<file path="config.mk">
export PLATFORM = sky130hd
export DESIGN_NAME = mu_issue_ctl
export DESIGN_NICKNAME = d
export VERILOG_FILES = /design/src/rtl/mu_issue_ctl_pkg.sv /design/src/rtl/mu_issue_ctl_sync_fifo.sv /design/src/rtl/mu_issue_ctl.sv
export SDC_FILE = /design/constraint.sdc
export NUM_CORES = 1
export LEC_CHECK = 0
export ABC_AREA = 1
export CAP_MARGIN = 20
export CORE_MARGIN = 3
export CORE_UTILIZATION = 50
export DETAILED_ROUTE_END_ITERATION = 7
export MAX_ROUTING_LAYER = met4
export PLACE_DENSITY = 0.88
export SETUP_SLACK_MARGIN = 0.3
export SYNTH_ARGS = -nofsm -noshare
export SYNTH_HDL_FRONTEND = slang
export SYNTH_SLANG_ARGS = --single-unit
</file>
<file path="constraint.sdc">
create_clock -name clk -period 4.45 [get_ports clk]
set_input_delay 0.89 -clock clk [delete_from_list [all_inputs] [get_ports clk]]
set_output_delay 0.89 -clock clk [all_outputs]
set_load 0.01 [all_outputs]
</file>
<file path="src/rtl/mu_issue_ctl_pkg.sv">
// Shared definitions for the multiply-unit issue/writeback controller:
// mu control encodings, tag/result entry layouts and a scoreboard helper.
package mu_issue_ctl_pkg;

  localparam int XLEN  = 32;
  localparam int RD_W  = 5;
  localparam int TAG_W = RD_W + 1;       // {kill, rd}
  localparam int RES_W = RD_W + XLEN;    // {rd, data} = 37

  localparam logic [1:0] MULCTL_MUL    = 2'b00;
  localparam logic [1:0] MULCTL_MULH   = 2'b01;
  localparam logic [1:0] MULCTL_MULHSU = 2'b10;
  localparam logic [1:0] MULCTL_MULHU  = 2'b11;

  typedef struct packed {
    logic            kill;
    logic [RD_W-1:0] rd;
  } tag_t;

  typedef struct packed {
    logic [RD_W-1:0] rd;
    logic [XLEN-1:0] data;
  } res_t;

  // A source register has a pending multiply when it is not x0 and its
  // scoreboard bit is set.
  function automatic logic src_pending(input logic [31:0] sb, input logic [RD_W-1:0] r);
    return (r != '0) && sb[r];
  endfunction

endpackage

</file>
<file path="src/rtl/mu_issue_ctl_sync_fifo.sv">
// Synchronous FIFO with occupancy count, synchronous clear and a bulk
// "mark" that sets the MSB of every stored entry (used as the kill flag).
module mu_issue_ctl_sync_fifo #(
  parameter int W = 8,
  parameter int D = 4,
  localparam int CW = $clog2(D + 1),
  localparam int PW = $clog2(D)
) (
  input  logic          clk,
  input  logic          rst_n,
  input  logic          clr_i,
  input  logic          mark_i,
  input  logic          push_i,
  input  logic [W-1:0]  din_i,
  input  logic          pop_i,
  output logic [W-1:0]  dout_o,
  output logic [CW-1:0] count_o
);

  logic [W-1:0]  mem_q [D];
  logic [PW-1:0] wr_q, wr_d, rd_q, rd_d;
  logic [CW-1:0] cnt_q, cnt_d;
  logic          push_ok, pop_ok;

  function automatic logic [PW-1:0] ptr_inc(input logic [PW-1:0] p);
    return (p == PW'(D - 1)) ? '0 : p + PW'(1);
  endfunction

  assign push_ok = push_i && (cnt_q != CW'(D));
  assign pop_ok  = pop_i && (cnt_q != '0);
  assign dout_o  = mem_q[rd_q];
  assign count_o = cnt_q;

  // Next pointers and count; clear empties the FIFO and wins over push/pop.
  always_comb begin
    wr_d  = wr_q;
    rd_d  = rd_q;
    cnt_d = cnt_q;
    if (clr_i) begin
      wr_d  = '0;
      rd_d  = '0;
      cnt_d = '0;
    end else begin
      if (push_ok) wr_d = ptr_inc(wr_q);
      if (pop_ok)  rd_d = ptr_inc(rd_q);
      cnt_d = cnt_q + CW'(push_ok) - CW'(pop_ok);
    end
  end

  // Pointer and count registers.
  always_ff @(posedge clk or negedge rst_n) begin
    if (!rst_n) begin
      wr_q  <= '0;
      rd_q  <= '0;
      cnt_q <= '0;
    end else begin
      wr_q  <= wr_d;
      rd_q  <= rd_d;
      cnt_q <= cnt_d;
    end
  end

  // Storage: bulk mark first, then a same-cycle push writes its own entry.
  always_ff @(posedge clk or negedge rst_n) begin
    if (!rst_n) begin
      for (int i = 0; i < D; i++) mem_q[i] <= '0;
    end else if (!clr_i) begin
      if (mark_i) begin
        for (int i = 0; i < D; i++) mem_q[i][W-1] <= 1'b1;
      end
      if (push_ok) mem_q[wr_q] <= din_i;
    end
  end

endmodule

</file>
<file path="src/rtl/mu_issue_ctl.sv">
// Issue/writeback controller for the pipelined multiply unit. Issues one op
// per cycle, pairs in-order mu results with their destination registers,
// buffers results for the regfile port and keeps a busy scoreboard.
//
// Handshakes: a transfer happens on a cycle where valid && ready are both 1
// at the clock edge; valid never depends on ready of the same interface
// (req_ready and wb_valid are derived from state, flush and req_rd only).
module mu_issue_ctl
  import mu_issue_ctl_pkg::*;
#(
  parameter int DEPTH = 4
) (
  input  logic             clk,
  input  logic             rst_n,
  input  logic             req_valid,
  output logic             req_ready,
  input  logic [XLEN-1:0]  req_a,
  input  logic [XLEN-1:0]  req_b,
  input  logic [1:0]       req_op,
  input  logic [RD_W-1:0]  req_rd,
  input  logic [RD_W-1:0]  chk_rs1,
  input  logic [RD_W-1:0]  chk_rs2,
  output logic             chk_hazard,
  input  logic             flush,
  output logic             mu_en,
  output logic [XLEN-1:0]  mu_a,
  output logic [XLEN-1:0]  mu_b,
  output logic [1:0]       mu_ctl,
  input  logic [XLEN-1:0]  mu_res,
  input  logic             mu_valid,
  output logic             wb_valid,
  input  logic             wb_ready,
  output logic [RD_W-1:0]  wb_rd,
  output logic [XLEN-1:0]  wb_data,
  output logic             busy,
  output logic             err
);

  localparam int CW = $clog2(DEPTH + 1);

  logic [31:0]   sb_q, sb_d;
  logic          err_q, err_d;
  logic [CW-1:0] tag_cnt, res_cnt;
  logic [CW:0]   occ;
  tag_t          tag_head, tag_in;
  res_t          res_head, res_in;
  logic          tag_empty, res_empty;
  logic          issue, tag_pop, res_push, wb_pop;

  assign tag_empty = (tag_cnt == '0);
  assign res_empty = (res_cnt == '0);
  // Killed tags keep their slot until their result returns, so they count too.
  assign occ       = {1'b0, tag_cnt} + {1'b0, res_cnt};

  assign req_ready = !flush && (occ < (CW + 1)'(DEPTH)) && !src_pending(sb_q, req_rd);
  assign issue     = req_valid && req_ready;

  assign mu_en  = issue;
  assign mu_a   = req_a;
  assign mu_b   = req_b;
  assign mu_ctl = req_op;

  assign tag_in.kill = 1'b0;
  assign tag_in.rd   = req_rd;
  assign tag_pop     = mu_valid && !tag_empty;
  // A result coinciding with flush, or belonging to a killed tag, is dropped.
  assign res_push    = tag_pop && !tag_head.kill && !flush;
  assign res_in.rd   = tag_head.rd;
  assign res_in.data = mu_res;

  assign wb_valid = !flush && !res_empty;
  assign wb_rd    = res_head.rd;
  assign wb_data  = res_head.data;
  assign wb_pop   = wb_valid && wb_ready;

  assign chk_hazard = src_pending(sb_q, chk_rs1) || src_pending(sb_q, chk_rs2);
  assign busy       = !tag_empty || !res_empty;
  assign err        = err_q;

  mu_issue_ctl_sync_fifo #(.W(TAG_W), .D(DEPTH)) u_tag_fifo (
    .clk     (clk),
    .rst_n   (rst_n),
    .clr_i   (1'b0),
    .mark_i  (flush),
    .push_i  (issue),
    .din_i   (tag_in),
    .pop_i   (tag_pop),
    .dout_o  (tag_head),
    .count_o (tag_cnt)
  );

  mu_issue_ctl_sync_fifo #(.W(RES_W), .D(DEPTH)) u_res_fifo (
    .clk     (clk),
    .rst_n   (rst_n),
    .clr_i   (flush),
    .mark_i  (1'b0),
    .push_i  (res_push),
    .din_i   (res_in),
    .pop_i   (wb_pop),
    .dout_o  (res_head),
    .count_o (res_cnt)
  );

  // Scoreboard: flush clears all; otherwise writeback clears, issue sets.
  always_comb begin
    sb_d = sb_q;
    if (flush) begin
      sb_d = '0;
    end else begin
      if (wb_pop) sb_d[wb_rd] = 1'b0;
      if (issue && (req_rd != '0)) sb_d[req_rd] = 1'b1;
    end
  end

  // Sticky error on a result arriving with no tag to pair it with.
  always_comb begin
    err_d = err_q | (mu_valid && tag_empty);
  end

  // State registers.
  always_ff @(posedge clk or negedge rst_n) begin
    if (!rst_n) begin
      sb_q  <= '0;
      err_q <= 1'b0;
    end else begin
      sb_q  <= sb_d;
      err_q <= err_d;
    end
  end

endmodule

</file>
# Word level (Yosys, flattened, before mapping)
# Index checks and enable logic that the tools add are counted.
[op_classes]
add_sub_neg = 9
mul = 0
div = 0
magnitude_cmp = 13
n_eq_ne = 6
shift = 0
n_mux = 45
bitwise_logic = 9
reduce_logical = 38
[op_table]
columns = ["op", "count"]
rows = [
  ["bitwise mux 148 bit", 1],
  ["two-way mux 148 bit", 1],
  ["two-way mux 32 bit", 4],
  ["two-way mux 37 bit", 3],
  ["binary-select mux 37 bit (select 2 bit)", 1],
  ["demux 37 bit (select 2 bit)", 1],
  ["bitwise AND 32 bit", 1],
  ["NOT 32 bit", 1],
  ["bitwise OR 32 bit", 1],
  ["bitwise mux 24 bit", 1],
  ["< comparator 5 x 6 -> 1 bit (second input constant)", 4],
  ["two-way mux 24 bit", 1],
  ["logical AND 1 bit", 21],
  ["two-way mux 6 bit", 3],
  ["two-way mux 2 bit", 8],
  ["binary-select mux 1 bit (select 5 bit)", 3],
  ["nonzero test 5 bit", 3],
  ["two-way mux 1 bit", 13],
  ["binary-select mux 6 bit (select 2 bit)", 1],
  ["demux 6 bit (select 2 bit)", 1],
  [">= comparator 3 bit (second input constant)", 4],
  ["NOT 2 -> 3 bit", 4],
  ["demux 1 bit (select 5 bit)", 2],
  [">= comparator 5 x 1 -> 1 bit (second input constant)", 2],
  ["other kinds (17)", 35],
]
[totals]
register_bits = 219
latchBits = 0
ram_bits = 0
romBits = 0
inputBits = 119
mem_count = 0

# Longest topological paths before layout
[depth]
depth_word = 15
mapped_depth = 18

# By module
# From an unflattened synthesis, not the netlist that was laid out.
[unflattened]
hier_cells = 1676
hier_area_um2 = 12542.0
[modules_own_cells]
columns = ["mod", "n_inst", "cells_per_inst", "area_each_um2"]
rows = [
  ["mu_issue_ctl_sync_fifo at u_res_fifo", 1, 930, 7626.1],
  ["mu_issue_ctl", 1, 546, 3283.1],
  ["mu_issue_ctl_sync_fifo at u_tag_fifo", 1, 200, 1632.8],
]

# Worst setup path before layout
# OpenSTA, ideal clock, no wires.
[synth_path]
path_kind = "input port to flip-flop"
start = "input req_rd[4]"
end = "register u_tag_fifo.cnt_q[2] (netlist: u_tag_fifo.count_o[2])"
setup_ns = 0.129
arrival_time_ns = 2.869
required_time_ns = 4.321
setup_slack_ns = 1.452
cell_stages = 14
cell_sequence = "buf_4 > inv_1 > nor3_1 > nand2_1 > nand2_1 > nor2_1 > nand2_1 > nand2_2 > nand4_4 > inv_1 > ha_1 > fa_1 > xnor2_1 > xor2_1"
[synth_via]
elab_chain_len = 9
elab_cells_between_ends = 10
cone_classes = "add/sub: 2; mux: 2; reduce/logical: 6"
[synth_lines]
columns = ["element", "line_no", "text"]
rows = [
  ["from (decl)", "mu_issue_ctl.sv:20", "input logic [RD_W-1:0] req_rd,"],
  ["binary-select mux 1 bit (select 5 bit)", "mu_issue_ctl_pkg.sv:28", "return (r != '0) && sb[r];"],
  ["two-way mux 1 bit (not written as such)", "mu_issue_ctl_pkg.sv:28", ""],
  ["logical AND 1 bit *", "mu_issue_ctl_pkg.sv:28", ""],
  ["zero test 1 bit *", "mu_issue_ctl.sv:55", "assign req_ready = !flush && (occ < (CW + 1)'(DEPTH)) && !src_pending(sb_q, req_rd);"],
  ["logical AND 1 bit *", "mu_issue_ctl.sv:55", ""],
  ["logical AND 1 bit *", "mu_issue_ctl.sv:56", "assign issue = req_valid && req_ready;"],
  ["logical AND 1 bit *", "mu_issue_ctl_sync_fifo.sv:29", "assign push_ok = push_i && (cnt_q != CW'(D));"],
  ["adder 3 x 1 -> 3 bit *", "mu_issue_ctl_sync_fifo.sv:46", "cnt_d = cnt_q + CW'(push_ok) - CW'(pop_ok);"],
  ["subtractor 3 x 1 -> 3 bit *", "mu_issue_ctl_sync_fifo.sv:46", ""],
  ["net u_tag_fifo.cnt_d[2]", "mu_issue_ctl_sync_fifo.sv:22", "logic [CW-1:0] cnt_q, cnt_d;"],
  ["to (signal assigned)", "mu_issue_ctl_sync_fifo.sv:59", "cnt_q <= cnt_d;"],
  ["to (decl)", "mu_issue_ctl_sync_fifo.sv:22", ""],
]
# Mark *: on every way through the listed nets, which the timed path passes. The rest lies on a longest branch. The select of a mux whose other input is x is not followed.
# A chain may end at the register's enable or synchronous reset.

# Worst setup path after layout
[layout_path]
start = "input chk_rs1[0]"
end = "output chk_hazard"
[layout_via]
elab_chain_len = 4
elab_cells_between_ends = 5
cone_classes = "mux: 2; reduce/logical: 3"
[layout_lines]
columns = ["element", "line_no", "text"]
rows = [
  ["from (decl)", "mu_issue_ctl.sv:21", "input logic [RD_W-1:0] chk_rs1,"],
  ["binary-select mux 1 bit (select 5 bit)", "mu_issue_ctl_pkg.sv:28", ""],
  ["two-way mux 1 bit (not written as such)", "mu_issue_ctl_pkg.sv:28", ""],
  ["logical AND 1 bit *", "mu_issue_ctl_pkg.sv:28", ""],
  ["logical OR 1 bit *", "mu_issue_ctl.sv:76", "assign chk_hazard = src_pending(sb_q, chk_rs1) || src_pending(sb_q, chk_rs2);"],
  ["to (decl)", "mu_issue_ctl.sv:23", "output logic chk_hazard,"],
]
# Every way passes the cells marked *; elsewhere a longest branch is shown, timed or not. The select of a mux whose other input is x is not followed.

==> impl_metrics.yaml <==
outcome:
  outcome: "completed"
hold_path:
  min_path_type: "in -> async"
place:
  dp.cells: 1786
  port_buffers: 95
  gp_congestion: 0.9823
  dp_hpwl_mm: 18.61
floorplan:
  die_x_um: 158.4
  core-area_mm2: 0.02271
  start_util_pct: 51.14
  die-area_mm2: 0.02509
  rows: 55
  io_pins: 228
  die_h_um: 158.4
worst_setup_path:
  crit_type: "in -> out"
  rr_worst_depth: 8
  r2r_slack_ns: 1.56
  cp.required_ns: 3.56
  critical_path.endpoint_type: "output port"
  arrival_ns: 3.01
  cp_max_fo: 22
  cp-start-kind: "primary input"
  rr_endpoint: "sb_q[1]$_DFF_PN0_"
  r2r_start: "u_res_fifo.rd_q[0]$_DFFE_PN0P_"
finish:
  nets: 1665
  drive_gt1_share_pct: 5.890
  final_common_cell: "nand2_1"
  syn2layout_area_growth_pct: 13.00
  fin_cells: 1830
  layout_common_cells: "395 x nand2_1, 249 x o21ai_0, 218 x dfrtp_1, 204 x nor2_1, 101 x inv_1"
  antennaDiodeCount: 0
yosys:
  synth.avg_cell_area_um2: 7.616
  ys_seq_area_share_pct: 47.19
  ys.flop_type: "dfrtp_1"
  synthesis.nets: 1662
  async_flop_share_pct: 100.0
  synth_edf_count: 0
  yosysWarnings: 0
  netlist-cell-type-count: 41
  synth_area_mm2: 0.01161
  ys_ff_latch: 219
  syn_inst: 1525
timing:
  layout_min_cycle_time_ns: 3.897
  slew_viol_final: 0
  setup_viol: 0
  finalCritPeriodShare_pct: 87.58
  clock.fmax_mhz: 256.6
  finalHoldViolCount: 0
  final.setup.tns_ns: 0
  worst_pin_slew_ns: 0.8748
  slew_headroom_pct: 41.68
  rsz0062_at_grt: "no"
  clock_skew_ns: 0.01374
pwr:
  p_per_area_mw_per_mm2: 595.4
  seq_power_share_pct: 37.1
  p_sw_mw: 2.822
  leakage_nw: 6.250
  intPower_mw: 4.993
  power_frac_comb_pct: 37.1
  clockPowerShare_pct: 25.7
  switching_share_pct: 36.11
  ir_drop_mv: 0.3767
grt:
  grt_antenna_before_repair: 0
  grtUsageTotal_pct: 23.74
  grt_pass1_wl_mm: 47.95
  grt_pass1_vias: 9794
  overflow: 0
  grt_max_degree: 105
clocking:
  postCtsSetupRepairBufs: 0
  cts_root_buffer: "clkbuf_16"
  cts_htree_levels: 1
  cts_tree: "built"
  cts_sinks: 219
  clockBufferDepth: 3
  cts_hold_repair.buffers: 0
  clk_pin_slew_ns: 0.06
  clock_insertion_delay_worst_skew_ns: 0.51
  ctsResizeCount: 0
  cts-buffers-inserted: 24
drt:
  wirelength_mm: 29.17
  vias: 10192
  wl_per_cell_um: 15.94
  drtIter0Drc: 929
  postRouteAntennaNets: 0
  drt-pass1-iter-count: 8
  post_drt_via_cell_ratio: 5.569
  drc: 0
job:
  maxCapViolCount: 0
## critical path, stage by stage
cell and delay (ns):
clkdlybuf4s50_1 0.48, buf_4 0.23, inv_1 0.20, a21oi_1 0.17, o21ai_0 0.10, nand3_1 0.09, nand3_1 0.08, nand3_1 0.08
nand2_1 0.05, nand4_1 0.09, clkdlybuf4s50_1 0.53
## sequential cells by signal, indices dropped and copies added, names as in the netlist
name                cells
u_res_fifo.count_o      3
u_res_fifo.rd_q         2
u_tag_fifo.mem_q       24
u_res_fifo.wr_q         2
err                     1
u_tag_fifo.wr_q         2
u_tag_fifo.count_o      3
u_tag_fifo.rd_q         2
u_res_fifo.mem_q      148
sb_q                   32
## layer usage
layer | track usage [%] | wire [um] | vias to the layer above
li1 | - | - | 4870
met1 | 31.88 | 12530 | 4827
met2 | 37.94 | 13700 | 437
met3 | 3.343 | 2252 | 58
met4 | 6.964 | 679 | 0
met5 | - | 0 | -
## cells in the mapped netlist (3+ instances only)
master	number	share of area, %
nand2_1	398	13
o21ai_0	249	11
dfrtp_1	219	47
nor2_1	204	6.6
inv_1	101	3.3
buf_4	70	4.5
a21oi_1	54	2.3
clkbuf_1	47	1.5
o22ai_1	36	1.9
buf_2	24	1.0
o21ai_1	24	1.0
ha_1	16	1.7
nor3_1	13	0.56
a21boi_0	12	0.78
nand3_1	12	0.52
buf_6	5	0.48
inv_2	5	0.16
o211ai_1	4	0.26
a31oi_1	3	0.16
a32oi_1	3	0.23
## layout make-up
type	count	area (um^2)
Clock buffer	35	713.2
Clock inverter	8	92.59
Fill cell	1989	9585
Inverter	108	407.9
Multi-Input combinational cell	1052	4875
Sequential cell	219	5482
Tap cell	285	356.6
Timing Repair Buffer	123	1197
## metrics by stage
| step | util [%] | instance area, um^2 | setup WS [ns] | power (mW) | hold slack (ns) |
|---|---|---|---|---|---|
| floorplan | - | 11610 | 1.452 | 4.638 | 0.4411 |
| global placement | 54.03 | 12270 | 0.4840 | 5.681 | 0.4422 |
| detailed placement | 54.03 | 12270 | 0.4209 | 5.791 | 0.4489 |
| CTS | 57.58 | 13080 | 0.3726 | 7.829 | 0.4720 |
| global route | 57.79 | 13120 | 0.3078 | 8.363 | 0.4887 |
| finish | 57.79 | 13120 | 0.5528 | 7.815 | 0.4350 |
## logic make-up after synthesis
group           Yosys count  synth area share (%)
fa+ha+maj                18                 2.069
compound gates          391                 17.98
xor+xnor                  2                0.1509
buf+inv                 254                 11.08
flops                   219                 47.19
simple gates            641                 21.54
## how the worst max path moves through the flow
| stage | start | to | cells after the start |
|---|---|---|---|
| after floorplan | req_rd[4] | u_tag_fifo.count_o[2]$_DFF_PN0_ | 14 |
| after global placement | req_rd[4] | mu_en | 11 |
| after detailed placement | req_rd[4] | mu_en | 11 |
| after CTS | req_rd[4] | mu_en | 11 |
| after global routing | chk_rs1[1] | chk_hazard | 10 |
| final | chk_rs1[0] | chk_hazard | 11 |
## power by group through the flow
stage	registers [mW]	logic [mW]	clock network [mW]
CTS	2.89	2.90	2.04
global placement	2.89	2.79	0
floorplan	2.83	1.81	0
finish	2.90	2.90	2.01
global route	2.97	3.27	2.13
detailed placement	2.92	2.87	0
No activity file was read; power rests on OpenSTA's default activity.
